$ cat src/rtl/regfile_write_scheduler_pkg.sv
// Shared constants and types for the register-file write scheduler.
// The sizes here must track the register file's own package.
package PkgRegFileWriteSched;

    localparam int NUM_REQ    = 3;
    localparam int NUM_REGS   = 16;
    localparam int DATA_WIDTH = 32;
    localparam int SEL_W      = $clog2(NUM_REGS);

    typedef logic [SEL_W-1:0]      reg_sel_t;
    typedef logic [DATA_WIDTH-1:0] data_t;

    typedef struct packed {
        logic     valid;
        reg_sel_t sel;
        data_t    data;
    } wb_req_t;

    typedef logic [1:0] sb_count_t;
    localparam sb_count_t SB_COUNT_MAX = 2'd3;

endpackage

$ cat src/rtl/regfile_write_scheduler_rr_arbiter.sv
// Round-robin arbiter: searches from rr_ptr upward and moves the pointer
// just past the winner, so every valid requester is served within N grants.
module rr_arbiter #(
    parameter  int N     = 3,
    localparam int IDX_W = $clog2(N)
) (
    input  logic             clk,
    input  logic             rst_n,
    input  logic [N-1:0]     req_i,
    output logic [N-1:0]     grant_o,
    output logic [IDX_W-1:0] grant_idx_o,
    output logic             grant_valid_o
);

    logic [IDX_W-1:0] rr_ptr_q, rr_ptr_d;
    int               idx;
    logic             found;

    // NOTE: every output of this block gets a default first, so no path leaves a latch behind.
    always_comb begin
        grant_o       = '0;
        grant_idx_o   = '0;
        grant_valid_o = 1'b0;
        rr_ptr_d      = rr_ptr_q;
        found         = 1'b0;
        idx           = 0;
        for (int off = 0; off < N; off++) begin
            idx = (int'(rr_ptr_q) + off) % N;
            if (!found && req_i[idx]) begin
                found         = 1'b1;
                grant_valid_o = 1'b1;
                grant_o[idx]  = 1'b1;
                grant_idx_o   = IDX_W'(idx);
                rr_ptr_d      = IDX_W'((idx + 1) % N);
            end
        end
    end

    // NOTE: state is updated with non-blocking assignments so every flop samples pre-edge values.
    always_ff @(posedge clk or negedge rst_n) begin
        if (!rst_n) begin
            rr_ptr_q <= '0;
        end else begin
            rr_ptr_q <= rr_ptr_d;
        end
    end

endmodule

$ cat src/rtl/regfile_write_scheduler.sv
// Arbitrates writeback sources onto the single register-file write port and
// keeps a per-register outstanding-write scoreboard for hazard stalls.
module regfile_write_scheduler
    import PkgRegFileWriteSched::*;
(
    input  logic                    clk,
    input  logic                    rst_n,
    input  logic     [NUM_REQ-1:0]  req_valid,
    input  reg_sel_t [NUM_REQ-1:0]  req_sel,
    input  data_t    [NUM_REQ-1:0]  req_data,
    output logic     [NUM_REQ-1:0]  req_ready,
    input  logic                    rsv_en,
    input  reg_sel_t                rsv_sel,
    output logic                    rf_write_en,
    output reg_sel_t                rf_write_sel,
    output data_t                   rf_write_data,
    output logic     [NUM_REGS-1:0] pending,
    output logic                    sb_error
);

    localparam int IDX_W = $clog2(NUM_REQ);

    wb_req_t [NUM_REQ-1:0] reqs;
    wb_req_t               granted;
    logic    [IDX_W-1:0]   grant_idx;
    logic                  grant_valid;
    logic                  accept;

    always_comb begin
        for (int i = 0; i < NUM_REQ; i++) begin
            reqs[i] = '{valid: req_valid[i], sel: req_sel[i], data: req_data[i]};
        end
    end

    rr_arbiter #(.N(NUM_REQ)) u_arb (
        .clk           (clk),
        .rst_n         (rst_n),
        .req_i         (req_valid),
        .grant_o       (req_ready),
        .grant_idx_o   (grant_idx),
        .grant_valid_o (grant_valid)
    );

    assign granted = reqs[grant_idx];
    assign accept  = grant_valid && granted.valid;

    // Output slot: drains every cycle; writes aimed at r0 are accepted but never enabled.
    logic     en_q, en_d;
    reg_sel_t sel_q, sel_d;
    data_t    data_q, data_d;

    always_comb begin
        en_d   = 1'b0;
        sel_d  = sel_q;
        data_d = data_q;
        if (accept) begin
            en_d   = (granted.sel != '0);
            sel_d  = granted.sel;
            data_d = granted.data;
        end
    end

    // Scoreboard: a simultaneous reserve and commit on one register cancel out.
    sb_count_t [NUM_REGS-1:0] count_q, count_d;
    logic                     err_q, err_d;
    logic                     inc, dec;

    always_comb begin
        count_d = count_q;
        err_d   = err_q;
        inc     = 1'b0;
        dec     = 1'b0;
        for (int r = 1; r < NUM_REGS; r++) begin
            inc = rsv_en && (rsv_sel == reg_sel_t'(r));
            dec = en_q && (sel_q == reg_sel_t'(r));
            if (inc && !dec) begin
                if (count_q[r] == SB_COUNT_MAX) err_d = 1'b1;
                else                            count_d[r] = count_q[r] + 2'd1;
            end else if (dec && !inc) begin
                if (count_q[r] == '0) err_d = 1'b1;
                else                  count_d[r] = count_q[r] - 2'd1;
            end
        end
        count_d[0] = '0;
    end

    // NOTE: the count array is reset because pending must read all-zero straight out of reset.
    always_ff @(posedge clk or negedge rst_n) begin
        if (!rst_n) begin
            en_q    <= 1'b0;
            sel_q   <= '0;
            data_q  <= '0;
            count_q <= '0;
            err_q   <= 1'b0;
        end else begin
            en_q    <= en_d;
            sel_q   <= sel_d;
            data_q  <= data_d;
            count_q <= count_d;
            err_q   <= err_d;
        end
    end

    always_comb begin
        for (int r = 0; r < NUM_REGS; r++) begin
            pending[r] = (count_q[r] != '0);
        end
    end

    assign rf_write_en   = en_q;
    assign rf_write_sel  = sel_q;
    assign rf_write_data = data_q;
    assign sb_error      = err_q;

endmodule

$ cat config.mk
export PLATFORM = sky130hd
export DESIGN_NAME = regfile_write_scheduler
export DESIGN_NICKNAME = d
export VERILOG_FILES = /design/src/rtl/regfile_write_scheduler_pkg.sv /design/src/rtl/regfile_write_scheduler_rr_arbiter.sv /design/src/rtl/regfile_write_scheduler.sv
export SDC_FILE = /design/constraint.sdc
export NUM_CORES = 1
export LEC_CHECK = 0
export CAP_MARGIN = 20
export CORE_UTILIZATION = 53
export CTS_CLUSTER_DIAMETER = 30
export DETAILED_ROUTE_END_ITERATION = 7
export PLACE_DENSITY = 0.89
export SLEW_MARGIN = 20
export SYNTH_ARGS = -nofsm -noshare
export SYNTH_HDL_FRONTEND = slang
export SYNTH_SLANG_ARGS = --single-unit
$ cat constraint.sdc
create_clock -name clk -period 11.9 [get_ports clk]
set_clock_uncertainty 0.2 [all_clocks]
set_input_delay 1.19 -clock clk [delete_from_list [all_inputs] [get_ports clk]]
set_output_delay 1.19 -clock clk [all_outputs]
set_load 0.02 [all_outputs]
# --- Word level (Yosys, flattened, before mapping) ---
# Index checks and enable logic that the tools add are counted.
totals:
  mem_bits_rw: 0
  n_memories: 0
  regBits: 70
  latch_bits: 0
  rom_bits: 0
  out_inout_bits: 57
op_classes:
  n_mul: 0
  div: 6
  eq_ne: 75
  n_lt_le_gt_ge: 7
  bitwise_logic: 2
  add_sub_neg: 35
  shifts: 0
  reduce_logical: 160
  muxes: 150
ops:
  columns: ["op", "n"]
  rows:
  - ["$mod 32x3->32 const B", 5]
  - ["$mux 2", 66]
  - ["$add 32x2->32 const B", 3]
  - ["$ge 32x1->1 const B", 3]
  - ["$lt 32x4->1 const B", 3]
  - ["$bmux 37 s2", 1]
  - ["$mux 1", 73]
  - ["$logic_and 1x1->1", 66]
  - ["$eq 4x4->1 const B", 16]
  - ["$ne 2x2->1 const B", 30]
  - ["$reduce_bool 2->1", 30]
  - ["$reduce_and 3->1", 15]
  - ["$mux 37", 1]
  - ["$eq 4x3->1 const B", 8]
  - ["$logic_not 1->1", 32]
  - ["$mod 3x3->32 const B", 1]
  - ["$add 2x1->2 const B", 15]
  - ["$eq 2x2->1 const B", 15]
  - ["$logic_not 2->1", 15]
  - ["$sub 2x1->2 const B", 15]
  - ["$eq 4x2->1 const B", 4]
  - ["$mux 3", 3]
  - ["$eq 4x1->1 const B", 2]
  - ["$bmux 1 s2", 3]
  - ["other kinds (7)", 10]

# --- Logic depth before layout (Yosys ltp) ---
# Gate-level depths: netlist (run 1).
depth:
  ltp_word: 48
  ltp_mapped: 34
  depth_no_buf: 30

# --- By module ---
# A second synthesis (run 1) with hierarchy kept.
unflattened:
  hier_cells: 721
  area_unflattened_um2: 6203.4
by_module_without_submodules:
  columns: ["mod", "area_per_inst_um2", "n_inst", "cells_per_inst", "seq_area_each_um2"]
  rows:
  - ["regfile_write_scheduler", 4682.0, 1, 515, 1701.6]
  - ["rr_arbiter", 1521.5, 1, 206, 50.0]

# --- Worst setup path before layout (run 1) ---
# OpenSTA, ideal clock, no wires.
synth_timing:
  path_type: "input to register"
  from: "in req_valid[1]"
  to: "reg u_arb.rr_ptr_q[0]"
  t_arrival_ns: 6.912
  required_time_ns: 11.578
  path_stages: 30
  setup_time_ns: 0.122
  path_slack_ns: 4.666
  cell_sequence: "mux2i_1 -> o21a_1 -> buf_2 -> a31oi_1 -> or2_2 -> clkbuf_1 -> inv_1 -> ha_1 -> or3_1 -> o211ai_1 -> or2_4 -> a41oi_1 -> nor2_1 -> a221oi_1 -> nor2_1 -> ha_1 -> clkbuf_1 -> a311oi_2 -> nand3_1 -> nor2b_1 -> ha_1 -> nand2b_1 -> o32ai_1 -> nand2_1 -> a21oi_1 -> xnor2_1 -> ha_1 -> a2111oi_4 -> mux2i_1 -> nand2_1"
synth_between:
  elab_chain_len: 10
synth_lines:
  columns: ["item", "line", "rtl"]
  rows:
  - ["start: declaration", "regfile_write_scheduler.sv:8", "input logic [NUM_REQ-1:0] req_valid,"]
  - ["$bmux 1 s2", "regfile_write_scheduler_rr_arbiter.sv:29", "if (!found && req_i[idx]) begin"]
  - ["$mux 1 (not written as such) (2 in a row)", "regfile_write_scheduler_rr_arbiter.sv:29", null]
  - ["$mux 1", "regfile_write_scheduler_rr_arbiter.sv:29", null]
  - ["$logic_not 1->1", "regfile_write_scheduler_rr_arbiter.sv:29", null]
  - ["$logic_and 1x1->1", "regfile_write_scheduler_rr_arbiter.sv:29", null]
  - ["$mux 1", "regfile_write_scheduler_rr_arbiter.sv:29", null]
  - ["$logic_not 1->1", "regfile_write_scheduler_rr_arbiter.sv:29", null]
  - ["$logic_and 1x1->1", "regfile_write_scheduler_rr_arbiter.sv:29", null]
  - ["$reduce_bool 3->1 (no source line) / $mux 2 (equally long branches)", null, null]
  - ["end signal: assignment", "regfile_write_scheduler_rr_arbiter.sv:44", "rr_ptr_q <= rr_ptr_d;"]
  - ["end: declaration", "regfile_write_scheduler_rr_arbiter.sv:15", "logic [IDX_W-1:0] rr_ptr_q, rr_ptr_d;"]
# Several ways; a longest one is shown, not always the timed one. The select of a mux whose other input is x is not followed.
# A chain may end at the register's enable or synchronous reset.

# --- Final worst setup path (run 1) ---
# Same ends and word-level chain as after synthesis.

==> impl_metrics.ini, run 1 <==
[yosys]
ys.flop_type = dfrtp_1
ys_seq_elements = 70
netlist_area_mm2 = 0.006006
synth-edff-count = 0
synth_area_per_cell_um2 = 7.517
synthesis.nets = 963
ys_seq_area_frac = 0.2917
yosysUniqueCellTypes = 78
synth_warnings = 0
async_reset_ff_frac = 1.000
syn_inst = 799

[critical_path]
r2r_start = u_arb.rr_ptr_q[1]
endpoint_kind = flop
worstPathBufferInverterCount = 2
r2r-end = u_arb.rr_ptr_q[0]
critPathRequiredTime_ns = 11.92
cp_num_cells = 28
max_stage_delay_ns = 0.50
path_max_fanout = 12
r2r_slack_ns = 3.78
path_delay_family = compound AO/OA/AOI/OAI gates
startpoint_type = input port
cp_common_cell = ha_1
reg2reg_depth = 29
worstSetupPathType = input port to flop
crit_slowest_cell = clkdlybuf4s50_1
cp.arrival_ns = 8.30

[global_route]
gr-usage-met3 = 0.05184
grt_usage = 0.2899
antenna_found_initial = 0
grt_pass1_wl_mm = 27.38
met2_usage = 0.4806
grt_pass1_vias = 5874
grt_busiest_layer = met2
gr-total-overflow = 0
grtUsageMet1 = 0.3731
grt_max_degree = 74

[clock_network]
cts_tree = built
post_cts_resized = 0
clk_pin_slew_ns = 0.06
cts_setup_buffers = 0
holdBufCountCts = 0
clock_latency_ns = 0.33
cts_buffers = 9
cts_max_level = 3
clk_path_buf_depth = 2
cts-root-buf = clkbuf_16
clock-sinks = 70

[die]
dieWidth_um = 108.5
core_region_area_mm2 = 0.01094
chipHeight_um = 108.5
placementRows = 38
die_area_mm2 = 0.01176
io_pins = 175
start_util = 0.5492

[sta]
period_share = 0.6963
finalHoldViolations = 0
fmax_mhz = 120.7
maxSlewViolCount = 0
rsz0062_at_grt = false
max_slew.worst_pin.slew_ns = 0.9010
finalSetupTns_ns = 0
period_needed_ns = 8.286
slew-limit-headroom = 0.3993
worst_hold_slack_ns = 0.3152
finalSetupViolations = 0

[flow_run]
cap_violations = 0

[routing]
first_pass_iters = 5
wl_mm = 16.83
vias = 6438
postRouteAntennaNets = 0
routedWlPerCell_um = 15.28
drc = 0
viasPerCell = 5.847
drt_iter0_drc = 507

[placement]
dp_hpwl_mm = 12.43
portBuffers = 173
gp_congestion = 0.9081

[pwr]
peakVddDrop_uv = 214.3
powerDensity_mw_per_mm2 = 340.6
fin_total_pwr_w = 0.002777
p_leak_nw = 3.712

[layout]
drive_gt1_frac = 0.06348
nNetsFinal = 1120
seqCellArea_mm2 = 0.001752
diodes = 0
n_fill_cell = 874
multi_input_area_mm2 = 0.003970
area_growth_pct = 35.73

[worst_hold_path]
hold_end = count_q[20]
hp-class = flop to flop
hold_start = count_q[20]
whs_path_depth = 1

[run_status]
outcome = finished clean
-- cells in the final DEF, fill, tap and decap left out, types with 8 or more instances in the layout --
master	n
a31oi_1	13
nor4b_1	11
nand2_1	149
dfrtp_1	70
ha_1	46
inv_1	42
nand4_1	8
nand3_1	21
or2_2	16
a21oi_1	127
nor2_1	61
clkbuf_16	9
o21ai_0	49
nor2b_1	22
o21bai_1	8
clkdlybuf4s50_1	172
mux2i_1	12
-- registers in the layout (all words and copies together) (netlist names) --
signal          cells
rf_write_en         1
u_arb.rr_ptr_q      2
rf_write_sel        4
count_q            30
sb_error            1
rf_write_data      32
-- layer usage --
layer | vias up | wire (µm)
met3 | 45 | 1109
met4 | 0 | 503
met5 | - | 0
met1 | 3001 | 7108
li1 | 3137 | -
met2 | 255 | 8106
-- layout make-up --
cell class,count,share of cell area
clock buffer,10,0.02809
clock inverter,6,0.01151
inverter,42,0.01934
multi-input combinational,654,0.4870
sequential,70,0.2149
tap,140,0.02149
timing repair buffer,179,0.2177
-- where the power goes --
group | switching, W | leakage (nW) | internal, W | total (W)
Combinational | 0.00123 | 2.68 | 0.000850 | 0.00208
Sequential | 0.0000696 | 0.883 | 0.000334 | 0.000404
Clock | 0.000110 | 0.153 | 0.000185 | 0.000295
-- through the flow --
stage	instances	setup slack, ns	util	area, µm²
after detailed placement	1085	3.403	0.7159	7829
final	1101	3.614	0.7454	8152
after global routing	1101	2.931	0.7454	8152
after CTS	1101	3.694	0.7454	8152
after global placement	1085	3.631	0.7159	7829
after floorplan	799	4.666	-	6006
-- cells in the mapped netlist, drive strengths merged, types with 4 or more instances --
master	n	area (µm²)
o21a	5	37.54
nor4b	11	96.34
a211oi	4	30.03
o31ai	4	35.03
nand2b	5	31.28
nor2b	22	137.6
inv	42	157.7
nor2	61	229.0
clkbuf	25	93.84
o21bai	8	60.06
ha	46	575.6
nand3	21	105.1
nor3b	7	57.55
nor3	9	55.05
a31oi	14	102.6
o21ai	51	255.3
a21o	4	30.03
or2	18	115.1
nand4	8	50.05
buf	8	47.54
nand2	150	565.6
dfrtp	70	1752
mux2i	12	120.1
xnor2	4	35.03
a21oi	129	649.4
or3	4	25.02
-- cells by family after synthesis --
| group | count (synthesis) | share of synthesized area |
|---|---|---|
| other | 1 | 0.0006244 |
| AOI/OAI and AO/OA | 256 | 0.2648 |
| buffers and inverters | 75 | 0.04979 |
| muxes | 14 | 0.02500 |
| xor gates and xnor gates | 5 | 0.007291 |
| DFF | 70 | 0.2917 |
| and+or+nand+nor | 332 | 0.2650 |
| adders and majority gates | 46 | 0.09583 |
-- how the worst max path moves through the flow --
stage            startpoint           endpoint  slack (ns)
2_1_floorplan  req_valid[1]  u_arb.rr_ptr_q[0]        4.67
3_3_place_gp   req_valid[1]  u_arb.rr_ptr_q[0]        3.63
3_5_place_dp   req_valid[1]  u_arb.rr_ptr_q[0]        3.40
4_1_cts        req_valid[1]  u_arb.rr_ptr_q[0]        3.69
5_1_grt        req_valid[1]  u_arb.rr_ptr_q[1]        2.93
6_report       req_valid[1]  u_arb.rr_ptr_q[0]        3.61
Power figures use the tool's default switching activity.
==> run 2, diff against run 1 <==
--- a/config.mk
+++ b/config.mk
@@ -6,10 +6,10 @@
 export NUM_CORES = 1
 export LEC_CHECK = 0
 export CAP_MARGIN = 20
-export CORE_UTILIZATION = 53
+export CORE_UTILIZATION = 44
 export CTS_CLUSTER_DIAMETER = 30
 export DETAILED_ROUTE_END_ITERATION = 7
-export PLACE_DENSITY = 0.89
+export PLACE_DENSITY = 0.79
 export SLEW_MARGIN = 20
 export SYNTH_ARGS = -nofsm -noshare
 export SYNTH_HDL_FRONTEND = slang
==> constraint.sdc (replaced) <==
create_clock -name clk -period 7.2 [get_ports clk]
set_clock_uncertainty 0.2 [all_clocks]
set_input_delay 0.72 -clock clk [delete_from_list [all_inputs] [get_ports clk]]
set_output_delay 0.72 -clock clk [all_outputs]
set_load 0.02 [all_outputs]
==> run 2 against run 1 <==
  * Routed wire length grew 2.1%
  * Die area grew 20%
  * Global-route usage shrank 4.4 points
  * Final area grew 2.8%
  * Sequential cell count is the same
  * Non-clock buffer count grew 21
  * Highest routed layer unchanged
  * Critical path depth is the same
  * Core utilization shrank 12 points
==> impl_metrics.ini, run 2 (synthesized netlist as in run 1, its figures left out) <==
[run_status]
outcome = finished clean

[routing]
wl_mm = 17.17
viasPerCell = 5.503
routedWlPerCell_um = 14.83
vias = 6372
drt_iter0_drc = 494
first_pass_iters = 5
drc = 0
postRouteAntennaNets = 0

[sta]
fmax_mhz = 147.0
maxSlewViolCount = 0
finalSetupViolations = 0
finalHoldViolations = 0
period_share = 0.9448
slew-limit-headroom = 0.3950
max_slew.worst_pin.slew_ns = 0.9075
period_needed_ns = 6.803

[layout]
n_fill_cell = 1172
finalNonFillerCells = 1158
drive_gt1_frac = 0.09470
nNetsFinal = 1141
mostFrequentLayoutCells = 172 x clkdlybuf4s50_1, 149 x nand2_1, 126 x a21oi_1
diodes = 0
final_util = 0.6302
largest_register_ffs = 32
final_common_cell = clkdlybuf4s50_1
area_growth_pct = 39.50

[global_route]
antenna_found_initial = 0
gr-total-overflow = 0
grtUsageMet1 = 0.3199
met2_usage = 0.4090
gr-usage-met3 = 0.04837
grt_pass1_vias = 5972
grt_max_degree = 74
grt_pass1_wl_mm = 28.31
grt_busiest_layer = met2
grt_usage = 0.2459

[critical_path]
endpoint_kind = flop
r2r-end = u_arb.rr_ptr_q[0]
r2r_start = u_arb.rr_ptr_q[1]
startpoint_type = input port
path_max_fanout = 7
worstSetupPathType = input port to flop
reg2reg_depth = 29
critPathRequiredTime_ns = 7.23
cp.arrival_ns = 6.83
r2r_slack_ns = 0.43

[pwr]
powerDensity_mw_per_mm2 = 568.7
peakVddDrop_uv = 566.6
p_leak_nw = 3.813

[clock_network]
cts_setup_buffers = 0
cts_buffers = 9
clock-sinks = 70
holdBufCountCts = 0
clk_path_buf_depth = 2
clk_pin_slew_ns = 0.06
clock_latency_ns = 0.34
cts_tree = built
cts_max_level = 3
cts-root-buf = clkbuf_16

[flow_run]
cap_violations = 0

[die]
die_area_mm2 = 0.01412
io_pins = 175
start_util = 0.4517
core_region_area_mm2 = 0.01330
placementRows = 42
chipHeight_um = 118.8
dieWidth_um = 118.8

[placement]
gp_congestion = 0.8793
placed_cells = 1142
portBuffers = 173
dp_hpwl_mm = 12.84

[worst_hold_path]
hp-class = input port to async pin
==> run 2: changes by cell type in the layout (fill, tap and decap cells not counted), sizes merged <==
cell    previous run  this run
buf                7        28
bufinv             2         1
clkbuf            10        11
==> run 2: metrics by stage <==
| step | area, µm² | setup slack (ns) | TNS (ns) | hold WS, ns | total power, W |
|---|---|---|---|---|---|
| 6_report | 8378 | 0.3974 | 0 | 0.2960 | 0.004765 |
| 3_3_place_gp | 8031 | 0.1081 | 0 | 0.3028 | 0.004169 |
| 2_1_floorplan | 6006 | 0.06432 | 0 | 0.2244 | 0.003194 |
| 3_5_place_dp | 8031 | -0.09918 | -0.1685 | 0.3071 | 0.004219 |
| 4_1_cts | 8341 | 0.1440 | 0 | 0.3148 | 0.004710 |
| 5_1_grt | 8378 | -0.03950 | -0.04093 | 0.3523 | 0.005180 |
==> run 2: how the worst max path moves through the flow <==
| stage | startpoint | endpoint | cells past startpoint |
|---|---|---|---|
| 5_1_grt | u_arb.rr_ptr_q[1] | u_arb.rr_ptr_q[0] | 29 |
| 2_1_floorplan | u_arb.rr_ptr_q[1] | u_arb.rr_ptr_q[0] | 33 |
| 3_3_place_gp | req_valid[1] | u_arb.rr_ptr_q[0] | 28 |
| 6_report | req_valid[1] | u_arb.rr_ptr_q[0] | 28 |
| 4_1_cts | u_arb.rr_ptr_q[1] | u_arb.rr_ptr_q[0] | 29 |
| 3_5_place_dp | req_valid[1] | u_arb.rr_ptr_q[0] | 28 |
==> run 2: final cells by class <==
cell class              instances  area, µm²  area share
repair buffers                200       1932      0.2306
well taps                     176      220.2     0.02628
inverters                      42      157.7     0.01882
multi-input cells             654       4006      0.4782
clock buffers                  11      252.7     0.03017
clock inverters                 5      56.30    0.006720
flip-flops and latches         70       1753      0.2092
==> run 2: power breakdown <==
part / internal (W) / switching, W
sequential: 0.000554 / 0.000113
combinational: 0.00156 / 0.00207
clock: 0.000287 / 0.000176
total: 0.00240 / 0.00236
==> run 2: routing by layer <==
layer	routed length, µm	vias up
li1	-	3186
met1	7744	2956
met2	8160	201
met3	940	29
met4	326	0
met5	0	-
==> run 2: worst max-delay path, cell delays in order <==
cell	delay [ns]
clkdlybuf4s50_1	0.53
mux2i_1	0.26
o21a_1	0.23
a31oi_2	0.12
or2_2	0.36
inv_1	0.15
ha_2	0.26
or3_1	0.13
o211ai_1	0.11
or2_4	0.28
a311o_1	0.36
o211a_1	0.16
a211oi_2	0.26
nor2_1	0.07
ha_1	0.23
a311oi_2	0.28
nand3_1	0.13
nor2b_1	0.17
ha_1	0.20
nand2b_1	0.15
o32ai_2	0.28
nand2_1	0.17
a21oi_2	0.20
xnor2_1	0.09
ha_1	0.23
a2111oi_4	0.39
mux2i_1	0.22
nand2_1	0.06
==> run 2: timing repair <==
action | 4_1_cts | 5_1_grt
hold endpoints to repair | 0 | 0
resized for setup | 0 | 10
endpoints found under the setup margin | 0 | 2
